`src/rtl/softmax_feeder_if.sv`:
```
// Bus bundle for softmax_feeder: host write/start, argmax-core group/result, final result.
// low_conf_o is present only when SOFTMAX_FEEDER_LOWCONF_EN is defined.
interface softmax_feeder_if;
    logic       wr_en;
    logic [4:0] wr_addr;
    logic [7:0] wr_data;
    logic       start;
    logic       busy;
    logic [4:0] index_0, index_1, index_2, index_3;
    logic [7:0] data_0, data_1, data_2, data_3;
    logic [4:0] index_i;
    logic [7:0] data_i;
    logic [4:0] class_o;
    logic [7:0] score_o;
    logic       done_o;
`ifdef SOFTMAX_FEEDER_LOWCONF_EN
    logic       low_conf_o;
`endif

    modport master (
        output wr_en, wr_addr, wr_data, start, index_i, data_i,
        input  busy, index_0, index_1, index_2, index_3,
               data_0, data_1, data_2, data_3, class_o, score_o, done_o
`ifdef SOFTMAX_FEEDER_LOWCONF_EN
        , input low_conf_o
`endif
    );

    modport slave (
        input  wr_en, wr_addr, wr_data, start, index_i, data_i,
        output busy, index_0, index_1, index_2, index_3,
               data_0, data_1, data_2, data_3, class_o, score_o, done_o
`ifdef SOFTMAX_FEEDER_LOWCONF_EN
        , output low_conf_o
`endif
    );
endinterface

```
`src/rtl/softmax_feeder.sv`:
```
// Streams a buffer of int8 logits to an external 4-wide argmax core and reduces its results.
// Optional low-confidence flag enabled by defining SOFTMAX_FEEDER_LOWCONF_EN.
module softmax_feeder #(
    parameter int unsigned       NUM_CLASSES = 24,
    parameter logic signed [7:0] CONF_THRESH = 8'sd0
) (
    input logic             clk,
    input logic             resetn,
    softmax_feeder_if.slave bus
);
    localparam int unsigned G        = (NUM_CLASSES + 3) / 4;
    localparam logic [2:0]  LAST_GRP = 3'(G - 1);

    typedef enum logic [1:0] {IDLE, ISSUE, DRAIN, DONE} state_t;

    state_t            r_state, w_state_nxt;
    logic [2:0]        r_grp;
    logic [7:0]        r_mem [NUM_CLASSES];
    logic [4:0]        w_slot [4];
    logic [4:0]        w_idx  [4];
    logic [7:0]        w_dat  [4];
    logic              w_busy, w_sample, w_first;
    logic [4:0]        r_best_idx, w_best_idx_nxt;
    logic signed [7:0] r_best_dat, w_best_dat_nxt;
    logic [4:0]        r_class;
    logic [7:0]        r_score;
    logic              r_done;

    always_ff @(posedge clk or negedge resetn) begin
        if (!resetn) r_state <= IDLE;
        else         r_state <= w_state_nxt;
    end

    always_comb begin
        w_state_nxt = r_state;
        case (r_state)
            IDLE:    if (bus.start) w_state_nxt = ISSUE;
            ISSUE:   if (r_grp == LAST_GRP) w_state_nxt = DRAIN;
            DRAIN:   w_state_nxt = DONE;
            DONE:    w_state_nxt = IDLE;
            default: w_state_nxt = IDLE;
        endcase
    end

    always_comb begin
        w_busy   = (r_state != IDLE);
        w_sample = (r_state == ISSUE && r_grp != 3'd0) || (r_state == DRAIN);
        // With a single group the only result arrives in DRAIN.
        w_first  = (r_state == ISSUE && r_grp == 3'd1) ||
                   (r_state == DRAIN && LAST_GRP == 3'd0);
        for (int unsigned s = 0; s < 4; s++) begin
            w_slot[s] = {r_grp, 2'b00} + 5'(s);
            w_idx[s]  = '0;
            w_dat[s]  = '0;
            if (r_state == ISSUE) begin
                if (32'(w_slot[s]) < NUM_CLASSES) begin
                    w_idx[s] = w_slot[s];
                    w_dat[s] = r_mem[w_slot[s]];
                end else begin
                    w_idx[s] = {r_grp, 2'b00};
                    w_dat[s] = 8'h80;
                end
            end
        end
    end

    always_ff @(posedge clk or negedge resetn) begin
        if (!resetn)                r_grp <= '0;
        else if (r_state == ISSUE)  r_grp <= r_grp + 3'd1;
        else                        r_grp <= '0;
    end

    // Buffer is deliberately left out of reset so logits survive an aborted pass.
    always_ff @(posedge clk) begin
        if (r_state == IDLE && bus.wr_en && 32'(bus.wr_addr) < NUM_CLASSES)
            r_mem[bus.wr_addr] <= bus.wr_data;
    end

    always_comb begin
        w_best_idx_nxt = r_best_idx;
        w_best_dat_nxt = r_best_dat;
        if (w_sample && (w_first || $signed(bus.data_i) > r_best_dat)) begin
            w_best_idx_nxt = bus.index_i;
            w_best_dat_nxt = $signed(bus.data_i);
        end
    end

    always_ff @(posedge clk or negedge resetn) begin
        if (!resetn) begin
            r_best_idx <= '0;
            r_best_dat <= '0;
        end else begin
            r_best_idx <= w_best_idx_nxt;
            r_best_dat <= w_best_dat_nxt;
        end
    end

    // The DRAIN result is folded in the same edge that publishes the answer.
    always_ff @(posedge clk or negedge resetn) begin
        if (!resetn) begin
            r_class <= '0;
            r_score <= '0;
            r_done  <= 1'b0;
        end else begin
            r_done <= (r_state == DRAIN);
            if (r_state == DRAIN) begin
                r_class <= w_best_idx_nxt;
                r_score <= w_best_dat_nxt;
            end
        end
    end

`ifdef SOFTMAX_FEEDER_LOWCONF_EN
    logic r_low_conf;

    always_ff @(posedge clk or negedge resetn) begin
        if (!resetn)               r_low_conf <= 1'b0;
        else if (r_state == DRAIN) r_low_conf <= (w_best_dat_nxt < CONF_THRESH);
    end

    assign bus.low_conf_o = r_low_conf;
`endif

    assign bus.busy    = w_busy;
    assign bus.index_0 = w_idx[0];
    assign bus.index_1 = w_idx[1];
    assign bus.index_2 = w_idx[2];
    assign bus.index_3 = w_idx[3];
    assign bus.data_0  = w_dat[0];
    assign bus.data_1  = w_dat[1];
    assign bus.data_2  = w_dat[2];
    assign bus.data_3  = w_dat[3];
    assign bus.class_o = r_class;
    assign bus.score_o = r_score;
    assign bus.done_o  = r_done;
endmodule

```
`src/flat_wrapper.sv`:
```
// flat-port wrapper written by rule: the top's interface ports become plain ports
module softmax_feeder_flat 
#(
    parameter int unsigned       NUM_CLASSES = 24,
    parameter logic signed [7:0] CONF_THRESH = 8'sd0
)
  (clk, resetn, bus_wr_en, bus_wr_addr, bus_wr_data, bus_start, bus_index_i, bus_data_i, bus_busy, bus_index_0, bus_index_1, bus_index_2, bus_index_3, bus_data_0, bus_data_1, bus_data_2, bus_data_3, bus_class_o, bus_score_o, bus_done_o);
  softmax_feeder_if bus_i ();
  input logic clk;
  input logic resetn;
  input wire logic [$bits(bus_i.wr_en)-1:0] bus_wr_en;
  input wire logic [$bits(bus_i.wr_addr)-1:0] bus_wr_addr;
  input wire logic [$bits(bus_i.wr_data)-1:0] bus_wr_data;
  input wire logic [$bits(bus_i.start)-1:0] bus_start;
  input wire logic [$bits(bus_i.index_i)-1:0] bus_index_i;
  input wire logic [$bits(bus_i.data_i)-1:0] bus_data_i;
  output wire logic [$bits(bus_i.busy)-1:0] bus_busy;
  output wire logic [$bits(bus_i.index_0)-1:0] bus_index_0;
  output wire logic [$bits(bus_i.index_1)-1:0] bus_index_1;
  output wire logic [$bits(bus_i.index_2)-1:0] bus_index_2;
  output wire logic [$bits(bus_i.index_3)-1:0] bus_index_3;
  output wire logic [$bits(bus_i.data_0)-1:0] bus_data_0;
  output wire logic [$bits(bus_i.data_1)-1:0] bus_data_1;
  output wire logic [$bits(bus_i.data_2)-1:0] bus_data_2;
  output wire logic [$bits(bus_i.data_3)-1:0] bus_data_3;
  output wire logic [$bits(bus_i.class_o)-1:0] bus_class_o;
  output wire logic [$bits(bus_i.score_o)-1:0] bus_score_o;
  output wire logic [$bits(bus_i.done_o)-1:0] bus_done_o;
  assign bus_i.wr_en = bus_wr_en;
  assign bus_i.wr_addr = bus_wr_addr;
  assign bus_i.wr_data = bus_wr_data;
  assign bus_i.start = bus_start;
  assign bus_i.index_i = bus_index_i;
  assign bus_i.data_i = bus_data_i;
  assign bus_busy = bus_i.busy;
  assign bus_index_0 = bus_i.index_0;
  assign bus_index_1 = bus_i.index_1;
  assign bus_index_2 = bus_i.index_2;
  assign bus_index_3 = bus_i.index_3;
  assign bus_data_0 = bus_i.data_0;
  assign bus_data_1 = bus_i.data_1;
  assign bus_data_2 = bus_i.data_2;
  assign bus_data_3 = bus_i.data_3;
  assign bus_class_o = bus_i.class_o;
  assign bus_score_o = bus_i.score_o;
  assign bus_done_o = bus_i.done_o;
  softmax_feeder #(.NUM_CLASSES(NUM_CLASSES), .CONF_THRESH(CONF_THRESH)) u_core (.clk(clk), .resetn(resetn), .bus(bus_i));
endmodule
```
`config.mk`:
```
export PLATFORM = sky130hd
export DESIGN_NAME = softmax_feeder_flat
export DESIGN_NICKNAME = d
export VERILOG_FILES = /design/src/rtl/softmax_feeder_if.sv /design/src/rtl/softmax_feeder.sv /design/src/flat_wrapper.sv
export SDC_FILE = /design/constraint.sdc
export NUM_CORES = 1
export LEC_CHECK = 0
export CAP_MARGIN = 20
export CORE_ASPECT_RATIO = 1.4
export CORE_MARGIN = 2
export CORE_UTILIZATION = 53
export CTS_BUF_LIST = sky130_fd_sc_hd__clkbuf_4
export DETAILED_ROUTE_END_ITERATION = 7
export HOLD_SLACK_MARGIN = 0.06
export PLACE_DENSITY_LB_ADDON = 0.2
export SLEW_MARGIN = 40
export SYNTH_ARGS = -nofsm -noshare
export SYNTH_HDL_FRONTEND = slang
export SYNTH_SLANG_ARGS = --single-unit
```
`constraint.sdc`:
```
create_clock -name clk -period 4.7 [get_ports clk]
set_input_delay 0.94 -clock clk [delete_from_list [all_inputs] [get_ports clk]]
set_output_delay 0.94 -clock clk [all_outputs]
set_load 0.02 [all_outputs]
```
# After elaboration in Yosys (flattened, before gate mapping)
# Memory sizes are Yosys's and may differ from the RTL's.
# Cells that the tools add are included.
[totals]
reg_bits = 32
ramBits = 192
in_bits = 30
n_memories = 1
[mem_list]
columns = ["memory", "words", "word_bits", "read_ports", "rd_ports_with_merged_regs", "write_ports", "line", "source"]
rows = [
  ["u_core.r_mem", 24, 8, 4, 0, 1, "softmax_feeder.sv:18", "logic [7:0] r_mem [NUM_CLASSES];"],
]
[op_classes]
n_eq_ne = 7
addsub = 4
n_mux = 23
order_cmp = 6
n_reduce_logical = 11
[ops]
columns = ["cell", "count"]
rows = [
  ["2-to-1 mux 8 bit", 9],
  ["2-to-1 mux 5 bit", 8],
  ["less-than comparator 5 bit, second input constant", 5],
  ["adder 5 x 2 -> 5 bit, second input constant", 2],
  ["> comparator 8 bit", 1],
  ["one-hot mux 2 bit (4 select lines)", 1],
  ["adder 5 x 1 -> 5 bit, second input constant", 1],
  ["logical AND 1 bit", 5],
  ["equality test 2 bit, second input constant", 2],
  ["2-to-1 mux 2 bit", 2],
  ["adder 3 x 1 -> 3 bit, second input constant", 1],
  ["equality test 3 x 1 -> 1 bit, second input constant", 1],
  ["equality test 3 bit, second input constant", 1],
  ["2-to-1 mux 3 bit", 1],
  ["nonzero test 3 bit", 1],
  ["equality test 2 x 1 -> 1 bit, second input constant", 1],
  ["logical NOT 2 bit", 1],
  ["logical OR 1 bit", 2],
  ["2-to-1 mux 1 bit", 2],
  ["inequality test 2 x 1 -> 1 bit, second input constant", 1],
  ["inequality test 2 bit, second input constant", 1],
  ["AND reduction 2 bit", 1],
  ["nonzero test 2 bit", 1],
]

# Logic depth before layout (Yosys ltp)
# Gate-level depths: netlist (run 1).
[logic_depth]
word_depth = 5
ltp_mapped = 10
depth_no_buf = 7

# Least setup slack after synthesis (run 1)
# OpenSTA, ideal clock, no wires.
[synth_timing]
path_type = "flip-flop to output port"
start = "reg u_core.r_grp[0]"
end = "out bus_index_1[2]"
path_stages_with_launch = 6
path_slack_ns = 1.948
n_path_buf = 3
arrival_ns = 1.812
cell_sequence = "dfrtp_1 -> buf_2 -> buf_1 -> inv_1 -> nor2_1 -> buf_4"
[synth_between]
elab_chain_len = 4
[synth_rtl]
columns = ["element", "line", "source"]
rows = [
  ["from (decl)", "softmax_feeder.sv:17", "logic [2:0] r_grp;"],
  ["from (signal assigned)", "softmax_feeder.sv:69", "else if (r_state == ISSUE) r_grp <= r_grp + 3'd1;"],
  ["adder 5 x 1 -> 5 bit", "softmax_feeder.sv:52", "w_slot[s] = {r_grp, 2'b00} + 5'(s);"],
  ["less-than comparator 5 bit", "softmax_feeder.sv:56", "if (32'(w_slot[s]) < NUM_CLASSES) begin"],
  ["2-to-1 mux 5 bit (*)", "softmax_feeder.sv:56", ""],
  ["2-to-1 mux 5 bit (*)", "softmax_feeder.sv:55", "if (r_state == ISSUE) begin"],
  ["to (decl)", "flat_wrapper.sv:19", "output wire logic [$bits(bus_i.index_1)-1:0] bus_index_1;"],
]
# Every way passes the cells marked *; elsewhere a longest branch is shown, timed or not.

# Worst setup path in the final report (run 1)
[layout_timing]
start = "reg u_core.r_state[1]"
end = "out bus_data_3[5]"
[layout_between]
elab_chain_len = 2
[layout_rtl]
columns = ["element", "line", "source"]
rows = [
  ["from (decl)", "softmax_feeder.sv:16", "state_t r_state, w_state_nxt;"],
  ["from (signal assigned)", "softmax_feeder.sv:31", "else r_state <= w_state_nxt;"],
  ["equality test 2 x 1 -> 1 bit", "softmax_feeder.sv:55", ""],
  ["2-to-1 mux 8 bit", "softmax_feeder.sv:55", ""],
  ["to (decl)", "flat_wrapper.sv:25", "output wire logic [$bits(bus_i.data_3)-1:0] bus_data_3;"],
]
# No other way between the ends.

==> qor.txt, run 1 <==
combinational fraction of design power = 0.331
largest net degree at the start of global routing = 70
Post-CTS Hold Buffers = 0
worst reg2reg endpoint = u_core.r_best_idx[0]$_DFF_PN0_
Area contributors post-synth = edfxtp_1, dfrtp_1, mux4_2
RR Startpoint = u_core.r_grp[0]$_DFF_PN0_
internal power = 4030 uW
skew final = 0.0255 ns
startpoint types = register
CTS tree = built
area leader, netlist = edfxtp_1
Sink Count = 224
f_max = 249 MHz
final setup margin = 0.685 ns
pwr dens = 538 nW/um^2
sequential share of power = 0.410
vias in the first global route = 5693
effective utilization at floorplan = 0.539
status = finished, final reports clean
core box area = 17300 um^2
sequential share of the synthesized area = 0.703
register area = 6570 um^2
r2r worst-path depth = 7
crit path cell chain = inv_1, ha_1, nand2_2, buf_4, a211oi_1, clkdlybuf4s50_1
GP Congestion = 0.878
1st-iter DRT viols = 348
multi-input gate area in the final layout = 2470 um^2
R2R Setup Slk = 1.56 ns
share of layout cells above drive strength 1 = 0.216
total gr overflow = 0
Fin Setup TNS = 0 ns
Hold Violations, Final = 0
RSZ-0062 raised after global routing = no
DRT antenna net count = 0
Final Max Slew Viols = 0
Crit-path slowest cell = clkdlybuf4s50_1
Syn-to-layout area delta = 18.4%
final worst path period share = 0.854
Critical Path RT = 3.76 ns
Remaining DRCs = 0
switch share = 0.323
Num CTS Buffers = 53
via count = 5274
max cap viols = 0
clock latency on the worst-skew pair = 0.64 ns
CTS-repair resized insts = 0
chip width = 116 um
Final setup viols = 0
slew margin rel. = 0.447
Max VDD drop = 0.000198 V
hold_ws = 0.512 ns
Reg clk slew, reported paths = 0.06 ns
fin crit period = 4.02 ns
Port-buffer cells = 92
IO Pins = 97
peak fanout along the critical path = 18
final net count = 727
Layout fillers = 1282
kind of critical path = register to output port
Yosys top cell area share = 0.617
Root Buffer = clkbuf_4
Detail Placement HPWL = 12.8 mm
CP max stage delay = 0.67 ns
Syn Area/Cell = 16.4 um^2
crit path launch = u_core.r_state[1]$_DFFE_PN0P_
sw power = 1920 uW
Cell Rows = 57
Clock Power Share = 0.260
Die Ht = 161 um
CTS H-tree depth = 2
EDFF count, synth = 192
Placement Setup Slack = 1.02 ns
Post-Layout Cell Count = 960
mapped cell area = 9340 um^2
Vias/cell = 5.49
share of flip-flops with an asynchronous set or reset = 0.143
worst hold path class = register to register
Worst Setup EP = bus_data_3[5]
first-pass GRT wire length = 30.7 mm
WL per Instance = 20.7 um
placed cell count = 863
Leak = 0.00380 uW
Worst Path Arrival = 3.08 ns
WL final = 19.8 mm
postcts setup bufs = 0
GRT Total Usage = 0.219
Ys Warns = 0
Slew @ Worst Pin = 0.827 ns
Worst setup EP type = output port
Post-Synthesis Cells = 570
Seq cells post-synth = 224
synth unique cells = 39
Pre-Repair DR Iteration Count = 5
Top FF cell, synth = edfxtp_1
CTS Buffer Depth = 3
initial antenna violation count = 1
full die area = 18700 um^2
-- cells in the final DEF (no fill, tap or decap), types with 15 or more instances in the layout --
master | netlist | final
a21oi_1 | 15 | 15
dfrtp_1 | 32 | 30
nor2_1 | 76 | 70
clkdlybuf4s50_1 | 0 | 85
o21ai_0 | 16 | 16
mux4_2 | 32 | 32
ha_1 | 15 | 15
clkinv_1 | 0 | 15
clkbuf_4 | 0 | 78
mux2i_1 | 32 | 32
a211oi_1 | 28 | 28
edfxtp_1 | 192 | 192
inv_1 | 18 | 18
-- flip-flops by register name, indices dropped and copies added, names as in the netlist --
name,cells
u_core.r_mem,192
u_core.r_best_dat,8
u_core.bus.done_o,1
u_core.r_best_idx,5
u_core.bus.score_o,8
u_core.r_state,2
u_core.r_grp,3
u_core.bus.class_o,5
-- per-stage QoR --
step / utilization / cell area (um^2) / total power, uW
6_report: 0.638 / 11100 / 5940
5_1_grt: 0.638 / 11100 / 6260
4_1_cts: 0.638 / 11100 / 6000
3_5_place_dp: 0.598 / 10400 / 4450
3_3_place_gp: 0.599 / 10400 / 4400
2_1_floorplan: - / 9350 / 3750
-- power by group through the flow --
stage / logic, uW / clock network (uW) / registers [uW]
2_1_floorplan: 1260 / 0 / 2490
3_3_place_gp: 1930 / 0 / 2470
3_5_place_dp: 1980 / 0 / 2470
4_1_cts: 1980 / 1580 / 2440
5_1_grt: 2120 / 1690 / 2450
6_report: 1960 / 1540 / 2440
-- worst min path at each step --
stage,start,slack [ns],depth (start not counted),endpoint
detailed placement,u_core.r_best_idx[4]$_DFF_PN0_,0.50,1,u_core.r_best_idx[4]$_DFF_PN0_
finish,u_core.r_best_idx[4]$_DFF_PN0_,0.51,1,u_core.r_best_idx[4]$_DFF_PN0_
global placement,u_core.r_best_idx[0]$_DFF_PN0_,0.49,1,u_core.r_best_idx[0]$_DFF_PN0_
global route,u_core.r_best_idx[1]$_DFF_PN0_,0.53,1,u_core.r_best_idx[1]$_DFF_PN0_
floorplan,u_core.r_best_idx[0]$_DFF_PN0_,0.48,1,u_core.r_best_idx[0]$_DFF_PN0_
CTS,u_core.r_best_idx[4]$_DFF_PN0_,0.51,1,u_core.r_best_idx[4]$_DFF_PN0_
-- critical path, delay by kind of cell (launching register included) --
family	cells	cell delay [ns]
buf+inv	3	1.09
compound gates	1	0.24
flops	1	0.39
fa+ha+maj	1	0.35
simple gates	1	0.38
-- layout make-up --
| type | count | share of cell area |
|---|---|---|
| repair buffers | 101 | 0.0872 |
| clock inverters | 18 | 0.00894 |
| well taps | 236 | 0.0267 |
| multi-input cells | 284 | 0.223 |
| inverters | 18 | 0.00611 |
| diodes | 1 | 0.000226 |
| flip-flops and latches | 224 | 0.595 |
| clock buffers | 78 | 0.0530 |
-- logic make-up (layout without fill, tap and decap cells) --
kind of cell | after synthesis | count (layout) | synth area share
muxes | 77 | 77 | 0.131
DFF | 224 | 224 | 0.703
xor gates and xnor gates | 1 | 1 | 0.000938
other | 1 | 5 | 0.000402
buffers and inverters | 65 | 215 | 0.0355
and+or+nand+nor | 104 | 104 | 0.0494
AOI/OAI and AO/OA | 83 | 83 | 0.0592
adders and majority gates | 15 | 15 | 0.0201
-- Yosys cell counts (2+ instances only) --
| cell type | instances |
|---|---|
| edfxtp_1 | 192 |
| a31oi_1 | 13 |
| buf_1 | 4 |
| nand3_1 | 2 |
| nand4_1 | 2 |
| or3b_2 | 2 |
| clkbuf_1 | 17 |
| buf_6 | 2 |
| buf_2 | 7 |
| a311oi_1 | 4 |
| mux2_4 | 10 |
| ha_1 | 15 |
| mux2_2 | 3 |
| nand2_1 | 7 |
| nor2b_1 | 2 |
| inv_1 | 18 |
| nand3b_1 | 3 |
| mux2i_1 | 32 |
| a21oi_1 | 15 |
| nand2b_1 | 2 |
| nor2_1 | 76 |
| o21ai_0 | 16 |
| mux4_2 | 32 |
| dfrtp_1 | 32 |
| a211oi_1 | 28 |
| and2_1 | 3 |
| or3_1 | 3 |
| buf_4 | 17 |
-- routing by layer --
layer | share of wire | GRT usage | routed length (um) | vias up
met5 | 0 | 0 | 0 | -
met4 | 0.022 | 0.0833 | 443 | 0
met3 | 0.045 | 0.0458 | 897 | 32
met2 | 0.54 | 0.387 | 10700 | 165
met1 | 0.39 | 0.262 | 7800 | 2636
li1 | - | - | - | 2441
Power figures use the tool's default switching activity.
==> run 2: changes to the inputs <==
- clock period: 4.7 -> 4.48 ns (I/O delays scaled with it)
==> run 2 against run 1 <==
Against the previous run:
- power grew 3.9%
- sequential power grew 5%
- clock power is essentially flat
- via count grew 0.47%
- utilization shrank 0.22 points
- first-iteration DRC count grew 23%
- critical path depth is the same
- hold slack lost 0.0018 ns
- non-clock buffer count grew 1
- cell count shrank 0.42%
- largest cell class unchanged
- largest power group unchanged
==> qor.txt, run 2 (synthesis results as in run 1) <==
status = finished, final reports clean
share of layout cells above drive strength 1 = 0.211
max reg flops = 192
CTS tree = built
1st-iter DRT viols = 429
crit path launch = u_core.r_grp[1]$_DFF_PN0_
core box area = 17300 um^2
effective utilization at floorplan = 0.539
vias in the first global route = 5619
first-pass GRT wire length = 30.4 mm
CTS-repair resized insts = 0
most used cell, CP = buf_4
startpoint types = register
Top delay family on crit path = buffers and inverters
Reg clk slew, reported paths = 0.07 ns
f_max = 240 MHz
CTS H-tree depth = 2
Detail Placement HPWL = 12.7 mm
largest net degree at the start of global routing = 70
GP Congestion = 0.947
clock latency on the worst-skew pair = 0.63 ns
sw power = 2010 uW
r2r worst-path depth = 9
GRT Total Usage = 0.218
Post-CTS Hold Buffers = 0
CP max stage delay = 0.77 ns
chip width = 116 um
Pre-Repair DR Iteration Count = 4
RR Startpoint = u_core.r_grp[1]$_DFF_PN0_
worst hold path class = register to register
Cell Rows = 57
worst reg2reg endpoint = u_core.r_best_dat[7]$_DFF_PN0_
total gr overflow = 0
Final setup viols = 0
Syn-to-layout area delta = 18.0%
Hold Violations, Final = 0
hold_ws = 0.510 ns
fin crit period = 4.16 ns
WL per Instance = 20.5 um
internal power = 4170 uW
crit path cell chain = buf_4, buf_4, mux4_2, nor2_1, a211oi_1, clkdlybuf4s50_1
RSZ-0062 raised after global routing = no
Biggest register = u_core.r_mem
Worst Path Arrival = 3.27 ns
slew margin rel. = 0.446
WL final = 19.6 mm
Slew @ Worst Pin = 0.828 ns
kind of critical path = register to output port
sequential share of power = 0.415
IO Pins = 97
Buf+Inv Stages, Crit Path = 3
Die Ht = 161 um
final worst path period share = 0.930
final net count = 727
R2R Setup Slk = 0.97 ns
pwr dens = 561 nW/um^2
switch share = 0.326
Worst Setup EP = bus_data_3[5]
CTS Buffer Depth = 3
peak fanout along the critical path = 14
Vias/cell = 5.54
Post-Layout Cell Count = 956
Num CTS Buffers = 52
Port-buffer cells = 92
Max VDD drop = 0.000206 V
Root Buffer = clkbuf_4
Final Max Slew Viols = 0
most frequent cells in the layout = edfxtp_1, clkdlybuf4s50_1, nor2_1
max cap viols = 0
initial antenna violation count = 1
Clock Power Share = 0.253
via count = 5299
Fin Setup TNS = 0 ns
Sink Count = 224
DRT antenna net count = 0
full die area = 18700 um^2
Crit-path slowest cell = dfrtp_1
Leak = 0.00378 uW
Remaining DRCs = 0
Critical Path RT = 3.58 ns
placed cell count = 864
Worst setup EP type = output port
combinational fraction of design power = 0.332
WP depth = 6
skew final = 0.0162 ns
commonest non-fill, non-tap cell in the layout = edfxtp_1
postcts setup bufs = 0
[run 2: cell count changes in the layout (fill, tap and decap cells not counted), moves of 2 or more]
cell      delta
clkinv_1     -3
clkbuf_4     -7
clkinv_2     +4
nor2_1       +2
nor2_2       -2
buf_4        +2
[run 2: through the flow]
| step | instance area, um^2 | setup slack (ns) | total power, uW | util |
|---|---|---|---|---|
| 2_1_floorplan | 9350 | 1.77 | 3930 | - |
| 3_3_place_gp | 10400 | 0.923 | 4620 | 0.599 |
| 4_1_cts | 11000 | 0.226 | 6250 | 0.636 |
| 5_1_grt | 11000 | 0.106 | 6510 | 0.636 |
| 6_report | 11000 | 0.315 | 6180 | 0.636 |
| 3_5_place_dp | 10400 | 0.848 | 4670 | 0.599 |
[run 2: worst min path at each step]
stage	startpoint	to	slack [ns]	cells past startpoint
2_1_floorplan	u_core.r_best_idx[0]$_DFF_PN0_	u_core.r_best_idx[0]$_DFF_PN0_	0.48	1
3_3_place_gp	u_core.r_best_idx[0]$_DFF_PN0_	u_core.r_best_idx[0]$_DFF_PN0_	0.49	1
3_5_place_dp	u_core.r_best_idx[3]$_DFF_PN0_	u_core.r_best_idx[3]$_DFF_PN0_	0.50	1
4_1_cts	u_core.r_best_idx[0]$_DFF_PN0_	u_core.r_best_idx[0]$_DFF_PN0_	0.51	1
5_1_grt	u_core.r_best_idx[0]$_DFF_PN0_	u_core.r_best_idx[0]$_DFF_PN0_	0.54	1
6_report	u_core.r_best_idx[0]$_DFF_PN0_	u_core.r_best_idx[0]$_DFF_PN0_	0.51	1
[run 2: routing by layer]
metal,wire (um),up-vias,global-route usage,share of wire
li1,-,2426,-,-
met1,7400,2671,0.263,0.38
met2,10700,176,0.391,0.54
met3,1190,26,0.0402,0.061
met4,345,0,0.0736,0.018
met5,0,-,0,0
[run 2: area by class of cell]
type / instances / area (um^2)
Antenna cell: 1 / 2.50
Multi-Input combinational cell: 284 / 2460
Fill cell: 1304 / 6310
Sequential cell: 224 / 6570
Clock buffer: 71 / 533
Timing Repair Buffer: 102 / 973
Tap cell: 236 / 295
Clock inverter: 20 / 111
Inverter: 18 / 67.6
[run 2: worst register-to-register path: stages (launching register included)]
cell	delay, ns
dfrtp_1	0.63
buf_4	0.35
buf_4	0.22
inv_1	0.22
ha_1	0.27
nand3b_4	0.09
and2_1	0.16
a22o_1	0.41
a21oi_4	0.62
mux2_2	0.42
[run 2: power by group through the flow]
stage / Clock [uW] / Combinational, uW / Sequential [uW]
after global routing: 1710 / 2210 / 2590
after CTS: 1610 / 2070 / 2560
after global placement: 0 / 2010 / 2600
final: 1560 / 2050 / 2560
after detailed placement: 0 / 2060 / 2610
after floorplan: 0 / 1320 / 2620
==> run 3: changes to the inputs <==
- CTS_CLUSTER_SIZE: unset -> 10
==> run 3 against run 2 <==
Against the previous run:
- cell count did not move
- clock-buffer cell count unchanged
- clock skew rose by 0.0016 ns
- cell area unchanged
- critical path depth unchanged
- critical path type unchanged
- largest cell class unchanged
- largest power group unchanged
==> qor.txt, run 3 (synthesis results as in run 1) <==
status = finished, final reports clean
commonest non-fill, non-tap cell in the layout = edfxtp_1
Post-CTS Hold Buffers = 0
via count = 5248
final worst path period share = 0.929
Critical Path RT = 3.58 ns
Worst Path Arrival = 3.27 ns
Reg clk slew, reported paths = 0.07 ns
WL per Instance = 20.5 um
Placement Setup Slack = 0.848 ns
1st-iter DRT viols = 408
postcts setup bufs = 0
multi-input gate area in the final layout = 2460 um^2
combinational fraction of design power = 0.333
initial antenna violation count = 1
f_max = 240 MHz
most frequent cells in the layout = edfxtp_1, clkdlybuf4s50_1, nor2_1
max cap viols = 0
CTS tree = built
Port-buffer cells = 92
Syn-to-layout area delta = 18.0%
Final setup viols = 0
register area = 6570 um^2
internal power = 4170 uW
Num CTS Buffers = 52
first-pass GRT wire length = 30.4 mm
Max VDD drop = 0.000205 V
Pre-Repair DR Iteration Count = 4
Detail Placement HPWL = 12.7 mm
RSZ-0062 raised after global routing = no
CTS-repair resized insts = 0
crit path cell chain = buf_4, buf_4, mux4_2, nor2_1, a211oi_1, clkdlybuf4s50_1
Biggest register = u_core.r_mem
vias in the first global route = 5617
effective utilization at floorplan = 0.539
sw power = 2010 uW
Buf+Inv Stages, Crit Path = 3
Slew @ Worst Pin = 0.815 ns
max reg flops = 192
chip width = 116 um
hold_ws = 0.507 ns
Leak = 0.00378 uW
Clock Power Share = 0.253
CTS H-tree depth = 2
CTS Buffer Depth = 3
core box area = 17300 um^2
DRT antenna net count = 0
Fin Setup TNS = 0 ns
final setup margin = 0.318 ns
switch share = 0.325
WL final = 19.6 mm
Die Ht = 161 um
IO Pins = 97
fin crit period = 4.16 ns
total gr overflow = 0
largest net degree at the start of global routing = 70
most used cell, CP = buf_4
Final Max Slew Viols = 0
Sink Count = 224
Vias/cell = 5.49
Root Buffer = clkbuf_4
skew final = 0.0178 ns
worst hold path class = register to register
startpoint types = register
GRT Total Usage = 0.218
Top delay family on crit path = buffers and inverters
Layout fillers = 1304
sequential share of power = 0.415
final net count = 727
GP Congestion = 0.947
pwr dens = 561 nW/um^2
Cell Rows = 57
slew margin rel. = 0.454
share of layout cells above drive strength 1 = 0.211
Hold Violations, Final = 0
full die area = 18700 um^2
kind of critical path = register to output port
Worst setup EP type = output port
clock latency on the worst-skew pair = 0.64 ns
R2R Setup Slk = 0.97 ns
CP max stage delay = 0.76 ns
Crit-path slowest cell = dfrtp_1
Remaining DRCs = 0
peak fanout along the critical path = 14
run 3: power by group through the flow:
stage                     Clock [uW]  Combinational (uW)  Sequential [uW]
after floorplan                    0                1320             2620
after global placement             0                2010             2600
after detailed placement           0                2060             2610
after CTS                       1610                2070             2560
after global routing            1710                2210             2590
final                           1560                2060             2560
run 3: worst paths after layout:
check                                          startpoint                                 to  cells past startpoint
max                             u_core.r_grp[1]$_DFF_PN0_                      bus_data_3[5]                      6
min                        u_core.r_best_idx[0]$_DFF_PN0_     u_core.r_best_idx[0]$_DFF_PN0_                      1
max reg2reg                     u_core.r_grp[1]$_DFF_PN0_     u_core.r_best_dat[7]$_DFF_PN0_                      9
min reg2reg                u_core.r_best_idx[0]$_DFF_PN0_     u_core.r_best_idx[0]$_DFF_PN0_                      1
max in group asynchronous                          resetn          u_core.r_grp[0]$_DFF_PN0_                      2
min in group asynchronous                          resetn  u_core.bus.class_o[3]$_DFFE_PN0P_                      2
run 3: worst reg2reg max path, stage by stage (launching register included):
cell	delay (ns)
dfrtp_1	0.62
buf_4	0.35
buf_4	0.22
inv_1	0.22
ha_1	0.27
nand3b_4	0.09
and2_1	0.16
a22o_1	0.41
a21oi_4	0.62
mux2_2	0.42
run 3: cell type report:
type,instances,share of cell area
inverters,18,0.00613
flip-flops and latches,224,0.597
clock inverters,20,0.0101
multi-input cells,284,0.223
diodes,1,0.000227
clock buffers,71,0.0484
well taps,236,0.0268
repair buffers,102,0.0884
run 3: per-layer routing:
layer,vias to the layer above,share of wire,global-route usage
met5,-,0,0
met4,0,0.018,0.0736
met3,28,0.058,0.0402
met2,175,0.55,0.391
met1,2617,0.38,0.263
li1,2428,-,-
run 3: stage by stage:
stage	util	instance area, um^2	total power (uW)	std cells
after floorplan	-	9350	3930	573
after global placement	0.599	10400	4620	863
after detailed placement	0.599	10400	4670	864
after CTS	0.636	11000	6250	955
after global routing	0.636	11000	6510	956
final	0.636	11000	6180	956
